### src/rtl/ipv4_hdr_assembler.sv
// rtl/ipv4_hdr_assembler.sv - packs the first DATA_WIDTH bits of each sop/eop framed packet into one header vector
// Words fill a NUM_WORDS*IN_WIDTH buffer from the MSB down; the top DATA_WIDTH bits are presented with a valid pulse.

module ipv4_hdr_assembler #(
    parameter int DATA_WIDTH = 480,
    parameter int IN_WIDTH   = 64,
    parameter int NUM_WORDS  = 8
) (
    input  logic                  clk,
    input  logic                  reset,
    input  logic                  in_vld,
    input  logic                  in_sop,
    input  logic                  in_eop,
    input  logic [IN_WIDTH-1:0]   in_data,
    output logic                  pkt_data_vld_out,
    output logic [DATA_WIDTH-1:0] pkt_data_out,
    output logic                  hdr_short,
    output logic [31:0]           pkt_cnt,
    output logic [15:0]           short_cnt,
    output logic [15:0]           err_cnt
);

    localparam int BUF_W = NUM_WORDS * IN_WIDTH;
    localparam int IDX_W = (NUM_WORDS > 1) ? $clog2(NUM_WORDS) : 1;
    localparam logic [IDX_W-1:0] LAST_IDX = IDX_W'(NUM_WORDS - 1);

    typedef enum logic [1:0] {
        IDLE,
        COLLECT,
        DRAIN
    } state_t;

    state_t             state;
    logic [IDX_W-1:0]   idx;
    logic [BUF_W-1:0]   hdr_buf;
    logic [BUF_W-1:0]   buf_nxt;
    logic [IDX_W-1:0]   wr_idx;

    // A sop word always restarts the buffer from a cleared state at slot 0,
    // so stale words from an abandoned packet can never leak into a header.
    always_comb begin
        wr_idx  = in_sop ? '0 : idx;
        buf_nxt = in_sop ? '0 : hdr_buf;
        for (int k = 0; k < NUM_WORDS; k++) begin
            if (wr_idx == IDX_W'(k)) begin
                buf_nxt[BUF_W-1-k*IN_WIDTH -: IN_WIDTH] = in_data;
            end
        end
    end

    always_ff @(posedge clk or negedge reset) begin
        if (!reset) begin
            state            <= IDLE;
            idx              <= '0;
            hdr_buf          <= '0;
            pkt_data_vld_out <= 1'b0;
            pkt_data_out     <= '0;
            hdr_short        <= 1'b0;
            pkt_cnt          <= '0;
            short_cnt        <= '0;
            err_cnt          <= '0;
        end else begin
            pkt_data_vld_out <= 1'b0;
            hdr_short        <= 1'b0;
            if (in_vld) begin
                if (in_sop) begin
                    if (state != IDLE) begin
                        err_cnt <= err_cnt + 16'd1;
                    end
                    hdr_buf <= buf_nxt;
                    idx     <= IDX_W'(1);
                    if (in_eop) begin
                        pkt_data_vld_out <= 1'b1;
                        hdr_short        <= 1'b1;
                        pkt_data_out     <= buf_nxt[BUF_W-1 -: DATA_WIDTH];
                        pkt_cnt          <= pkt_cnt + 32'd1;
                        short_cnt        <= short_cnt + 16'd1;
                        state            <= IDLE;
                    end else begin
                        state <= COLLECT;
                    end
                end else begin
                    case (state)
                        IDLE: begin
                            err_cnt <= err_cnt + 16'd1;
                        end
                        COLLECT: begin
                            hdr_buf <= buf_nxt;
                            if (idx == LAST_IDX) begin
                                pkt_data_vld_out <= 1'b1;
                                pkt_data_out     <= buf_nxt[BUF_W-1 -: DATA_WIDTH];
                                pkt_cnt          <= pkt_cnt + 32'd1;
                                idx              <= '0;
                                state            <= in_eop ? IDLE : DRAIN;
                            end else if (in_eop) begin
                                pkt_data_vld_out <= 1'b1;
                                hdr_short        <= 1'b1;
                                pkt_data_out     <= buf_nxt[BUF_W-1 -: DATA_WIDTH];
                                pkt_cnt          <= pkt_cnt + 32'd1;
                                short_cnt        <= short_cnt + 16'd1;
                                idx              <= '0;
                                state            <= IDLE;
                            end else begin
                                idx <= idx + IDX_W'(1);
                            end
                        end
                        DRAIN: begin
                            if (in_eop) begin
                                state <= IDLE;
                            end
                        end
                        default: begin
                            state <= IDLE;
                        end
                    endcase
                end
            end
        end
    end

endmodule
### config.mk
export PLATFORM = sky130hd
export DESIGN_NAME = ipv4_hdr_assembler
export DESIGN_NICKNAME = d
export VERILOG_FILES = /design/src/rtl/ipv4_hdr_assembler.sv
export SDC_FILE = /design/constraint.sdc
export NUM_CORES = 2
export LEC_CHECK = 0
export CAP_MARGIN = 20
export CELL_PAD_IN_SITES_DETAIL_PLACEMENT = 0
export CELL_PAD_IN_SITES_GLOBAL_PLACEMENT = 1
export CORE_MARGIN = 2
export CORE_UTILIZATION = 25
export CTS_BUF_LIST = sky130_fd_sc_hd__clkbuf_8
export DETAILED_ROUTE_END_ITERATION = 16
export PLACE_DENSITY = 0.57
export REMOVE_ABC_BUFFERS = 1
export SLEW_MARGIN = 20
export SYNTH_ARGS = -nofsm -noshare
export SYNTH_HDL_FRONTEND = slang
export SYNTH_SLANG_ARGS = --single-unit
export TNS_END_PERCENT = 20
### constraint.sdc
create_clock -name clk -period 2.1 [get_ports clk]
set_clock_uncertainty 0.2 [all_clocks]
set_input_delay 0.315 -clock clk [delete_from_list [all_inputs] [get_ports clk]]
set_output_delay 0.315 -clock clk [all_outputs]
set_load 0.01 [all_outputs]
Yosys cells after proc, flatten, opt, wreduce, memory -nomap -nowiden

Cells that the tools add are included.

Flip-flop bits (word level): 1063
Input bits: 69

Add/subtract/negate cells: 4
Equality and inequality tests: 13
Mux-type cells: 46
Reduce and logical (&&, ||, !) cells: 9

Operators with widths:

| kind                    | count |
|---|---|
| $mux W480               | 4 |
| $mux W512               | 3 |
| $mux W64                | 8 |
| $mux W32                | 4 |
| $mux W16                | 7 |
| $add A16 B1 Y16 const B | 2 |
| $add A32 B1 Y32 const B | 1 |
| $eq A3 B3 Y1 const B    | 5 |
| $mux W3                 | 5 |
| $mux W1                 | 10 |
| $mux W2                 | 4 |
| $eq A3 B2 Y1 const B    | 2 |
| $pmux W2 S3             | 1 |
| $reduce_and A3 Y1       | 2 |
| $reduce_bool A2 Y1      | 3 |
| $ne A2 B2 Y1 const B    | 2 |
| $reduce_and A2 Y1       | 2 |
| $add A3 B1 Y3 const B   | 1 |
| $eq A3 B1 Y1 const B    | 1 |
| $logic_not A3 Y1        | 1 |
| $eq A2 B1 Y1 const B    | 1 |
| $eq A2 B2 Y1 const B    | 1 |
| $logic_not A2 Y1        | 1 |
| $ne A2 B1 Y1 const B    | 1 |

Logic depth before layout (Yosys ltp)

Word-level depth: 7
Gate-level depth with buffers: 10
Gate-level depth less buffers: 7

Worst setup path after synthesis

OpenSTA, ideal clock, no wires.

Kind: input to register
Start: input in_sop
End: register err_cnt[11]
Setup time: 126 ps
Arrival time: 2390 ps
Path slack: -616 ps
Cell stages on the path: 10
Buffers on the path: 4
Path through: buf_6 > buf_2 > buf_2 > buf_2 > inv_1 > ha_1 > nand2b_1 > nor3_1 > nand4_1 > xnor2_1

Word-level cells in the longest chain between the ends: 2

RTL lines:

| item                                                                       | RTL line | source |
|---|---|---|
| start: declaration                                                         | 12       | `input logic in_sop,` |
| $ne A2 B1 Y1 (no source line) / $reduce_bool A2 Y1 (equally long branches) | --       |  |
| $reduce_and A3 Y1 (no source line)                                         | --       |  |
| end signal: assignment                                                     | 68       | `err_cnt <= err_cnt + 16'd1;` |
| end signal: assignment                                                     | 85       | `err_cnt <= err_cnt + 16'd1;` |
| end: declaration                                                           | 20       | `output logic [15:0] err_cnt` |

Several ways; a longest one is shown, not always the timed one.
A chain may end at the register's enable or synchronous reset.

Worst setup path in the final report

Start: register idx[1]
End: register pkt_data_out[324]

Word-level cells in the longest chain between the ends: 7

RTL lines:

| item                     | RTL line | source |
|---|---|---|
| start: declaration       | 34       | `logic [IDX_W-1:0] idx;` |
| start signal: assignment | 104      | `idx <= idx + IDX_W'(1);` |
| $mux W3                  | 42       | `wr_idx = in_sop ? '0 : idx;` |
| $eq A3 B2 Y1             | 45       | `if (wr_idx == IDX_W'(k)) begin` |
| $mux W64                 | 45       |  |
| $mux W480                | 72, 95   |  |
| $mux W480                | 89       | `if (idx == LAST_IDX) begin` |
| $mux W480                | 83       | `case (state)` |
| $mux W480 (*)            | 66       | `if (in_sop) begin` |
| end signal: assignment   | 75       | `pkt_data_out <= buf_nxt[BUF_W-1 -: DATA_WIDTH];` |
| end signal: assignment   | 91       | `pkt_data_out <= buf_nxt[BUF_W-1 -: DATA_WIDTH];` |
| end signal: assignment   | 98       | `pkt_data_out <= buf_nxt[BUF_W-1 -: DATA_WIDTH];` |
| end: declaration         | 16       | `output logic [DATA_WIDTH-1:0] pkt_data_out,` |

Mark *: on every way between the ends. The rest lies on a longest branch, timed or not. The select of a mux whose other input is x is not followed.

==> flow_summary_export.csv <==
group,metric,value,unit
timing,finalCritPeriodShare,113,%
timing,rsz0062_at_grt,"true",
final_layout,fin_area,62500,um^2
final_layout,fin_util,35.4,%
synthesis,ys_warn_count,0,
floorplan,ioPinCount,615,
clocking,numCtsBuffers,187,
clocking,cts_sinks,1031,
critical_path,cp-startpoint,"idx[1]",
timing,worst_pin_slew,1.12,ns
global_routing,grtUsageTotal,19.1,%
drt,routed_wl,182000,um
critical_path,arrival,2.95,ns
placement,pre_cts_slack,-0.240,ns
pwr,power-per-cell-area,848,nW/um^2
floorplan,dieArea,182000,um^2
timing,max_freq,0.423,GHz
synthesis,synth_compound_area_share,18.8,%
synthesis,synth_simple_gate_area_share,13.8,%
timing,fin_ws,-0.263,ns
synthesis,postSynthCellCount,4129,
placement,gp_congestion,0.786,
timing,finalHoldViolCount,0,
placement,place_area,56900,um^2
timing,min_period,2.36,ns
clocking,clk-insertion-delay-late,0.95,ns
placement,numPortBuffers,614,
clocking,cts-root-buf,"clkbuf_8",
pwr,clock_power_share,37.1,%
pwr,combPwrFrac,19.0,%
synthesis,synth-xor-area-share,1.18,%
pwr,internal_power,37.3,mW
floorplan,initial_core_util,25.2,%
job,maxCapViolations,0,
final_layout,nets,5216,
timing,finalSetupViolations,1039,
synthesis,syn-cell-area,44600,um^2
pwr,p_leak,29.4,nW
drt,drtAntennaViolNets,0,
floorplan,fp-row-count,154,
critical_path,rrSetupSlack,-0.26,ns
pwr,p_sw_share,29.7,%
final_layout,area_growth,40.2,%
synthesis,ys_types,48,
global_routing,antenna_found_initial,6,
critical_path,r2r-end,"pkt_data_out[324]",
timing,hold-worst-slack,0.131,ns
global_routing,gr-total-overflow,0,
pwr,power.total,53.0,mW
drt,drt_iter0_markers,2369,
synthesis,synthMuxAreaShare,3.08,%
drt,drc,0,
floorplan,die_y,426,um
synthesis,postSynthAreaPerCell,10.8,um^2
critical_path,path_max_fanout,22,
drt,wl_per_cell,23.9,um
synthesis,async_reset_ff_share,100,%
floorplan,fp.dieW,426,um
synthesis,synth_edf_count,0,
placement,dp_hpwl,118000,um
clocking,cts_buffer_depth,3,
synthesis,synth_top_family_by_area,"compound AO/OA/AOI/OAI gates",
drt,viasPerCell,4.80,
global_routing,first_global_vias,36900,
clocking,clkSlewWorstSetupHoldPaths,0.06,ns
pwr,switching_power,15.7,mW
status,violations,"setup timing",
pwr,seqPwrFrac,43.9,%
synthesis,synth-adder-area-share,0.253,%
synthesis,yosysSeqAreaShare,57.9,%
critical_path,required,2.69,ns
critical_path,crit_type,"flop to flop",
critical_path,cp-end-kind,"flop",
global_routing,grt_first_pass_wirelength,257000,um
timing,maxSlewViolCount,0,
status,status,"finished, violations left",
drt,vias,36600,
drt,dr.pass1.iters,5,
critical_path,timing.rr.start,"idx[1]",
min_path,hold_class,"input port to flop",
critical_path,worst_setup_path_start_kind,"flop",
clocking,cts_tree,"built",
final_layout,drive_gt1_share,24.6,%
synthesis,ys_seq_elements,1031,
global_routing,grt_max_degree,89,
synthesis,ys.flop_type,"dfrtp_1",
pwr,vdd_ir_drop_max,574,uV
critical_path,endpoint,"pkt_data_out[324]",
floorplan,core-area,177000,um^2
clocking,htree_levels,4,
critical_path,r2r_cells,9,
timing,relSlewSlack,24.9,%
-- timing repair --
item / CTS / global route
hold buffers: 47 / 0
setup endpoints to repair: 1164 / 1273
pin swaps: 2 / 31
endpoints found under the hold margin: 1421 / 0
resized for setup: 1440 / 169
gates cloned: 0 / 34
setup buffers: 69 / 38
-- through the flow --
step	setup TNS [ns]	instances
floorplan	-6120.28	3673
global placement	-108.05	7103
detailed placement	-117.81	7103
CTS	-129.94	7552
global route	-188.88	7626
finish	-96.59	7627
-- power groups by stage --
stage	Sequential (mW)	Combinational [mW]	Clock (mW)
floorplan	23.6	3.26	0
global placement	23.6	9.62	0
detailed placement	23.6	9.70	0
CTS	23.2	9.60	20.3
global route	23.4	10.9	21.2
finish	23.2	10.1	19.7
-- logic make-up (layout without fill, tap and decap cells) --
family	count (synthesis)	in the layout
fa+ha+maj	9	9
mux	129	129
simple gates	1098	1098
flops	1031	1031
buf+inv	463	1618
other cells	0	3
xor+xnor	60	60
compound gates	1339	1339
-- worst min path at each step --
stage / endpoint / cells after the start / from / slack, ns
4_1_cts: hdr_buf[138] / 2 / in_data[10] / 0.003
3_3_place_gp: hdr_buf[388] / 1 / reset / 0.11
3_5_place_dp: hdr_buf[388] / 1 / reset / 0.11
5_1_grt: hdr_buf[45] / 2 / in_data[45] / 0.08
2_1_floorplan: err_cnt[0] / 0 / reset / -0.18
6_report: pkt_data_out[13] / 3 / in_data[45] / 0.13
-- layout by cell type (no fill, tap or decap), types with 15 or more instances in the layout --
cell type	netlist	routed
clkbuf_16	0	26
dfrtp_1	1031	989
buf_2	239	136
inv_1	7	74
dlygate4sd2_1	0	311
a21oi_1	418	410
clkbuf_8	0	240
xor2_1	27	27
clkdlybuf4s50_1	0	66
o21ai_0	477	424
nor3b_1	416	414
dfrtp_2	0	42
mux2i_1	64	64
xnor2_1	33	33
o21ai_1	7	47
buf_12	0	146
buf_4	11	399
buf_6	22	124
a22o_1	418	418
dlygate4sd3_1	0	46
mux2_2	65	65
clkinv_2	0	15
nand2_1	510	497
nand3_1	23	23
nor2b_1	67	67
-- state kept, by name (all words and copies together) (netlist names) --
signal / count
pkt_data_out: 480
short_cnt: 16
idx: 3
state: 2
hdr_buf: 480
pkt_data_vld_out: 1
pkt_cnt: 32
err_cnt: 16
hdr_short: 1
-- worst max-delay path: stages (launching register included) --
cell	delay (ns)
dfrtp_1	0.39
ha_2	0.22
ha_4	0.16
and2b_2	0.23
o21ai_4	0.17
buf_4	0.18
clkbuf_16	0.20
clkbuf_16	0.19
buf_12	0.16
o21ai_0	0.11
-- area by class of cell --
| cell class | count | area (um^2) |
|---|---|---|
| multi-input cells | 2635 | 16900 |
| well taps | 2340 | 2930 |
| diodes | 3 | 7.51 |
| clock buffers | 240 | 3300 |
| inverters | 7 | 26.3 |
| clock inverters | 95 | 522 |
| flip-flops and latches | 1031 | 25900 |
| repair buffers | 1276 | 13000 |
| fillers | 17900 | 114000 |
-- Yosys cell counts (2+ instances only) --
master,n,share of area (%)
o21ai_1,7,0.079
and3_1,9,0.13
a21oi_1,418,4.7
o21ai_0,477,5.4
o211a_1,2,0.045
mux2i_1,64,1.4
xnor2_1,33,0.65
mux2_2,65,1.6
nor2b_1,67,0.94
xor2_1,27,0.53
and4bb_1,2,0.056
nor3_1,15,0.17
nor2_1,12,0.10
clkbuf_1,178,1.5
clkbuf_2,2,0.022
or3_1,3,0.042
o21ai_2,7,0.14
nor3b_1,416,7.0
inv_1,7,0.059
nand4_1,10,0.14
dfrtp_1,1031,58
buf_1,4,0.034
nor4b_4,3,0.16
nand3_1,23,0.26
nand2_1,510,4.3
nand2b_1,2,0.028
and4_1,9,0.18
buf_4,11,0.19
buf_2,239,2.7
a31oi_1,2,0.028
and2_1,8,0.11
a22o_1,418,8.2
nor4_1,3,0.042
o2111ai_1,2,0.039
ha_1,9,0.25
buf_6,22,0.56
-- per-layer routing --
| layer | track usage, % | up-vias | part of all wire, % |
|---|---|---|---|
| li1 | - | 16700 | - |
| met3 | 4.21 | 266 | 5.9 |
| met2 | 30.9 | 1047 | 48 |
| met1 | 25.0 | 18600 | 43 |
| met4 | 6.55 | 2 | 3.1 |
| met5 | 0 | - | 0.0077 |
No activity file was read; power rests on OpenSTA's default activity.
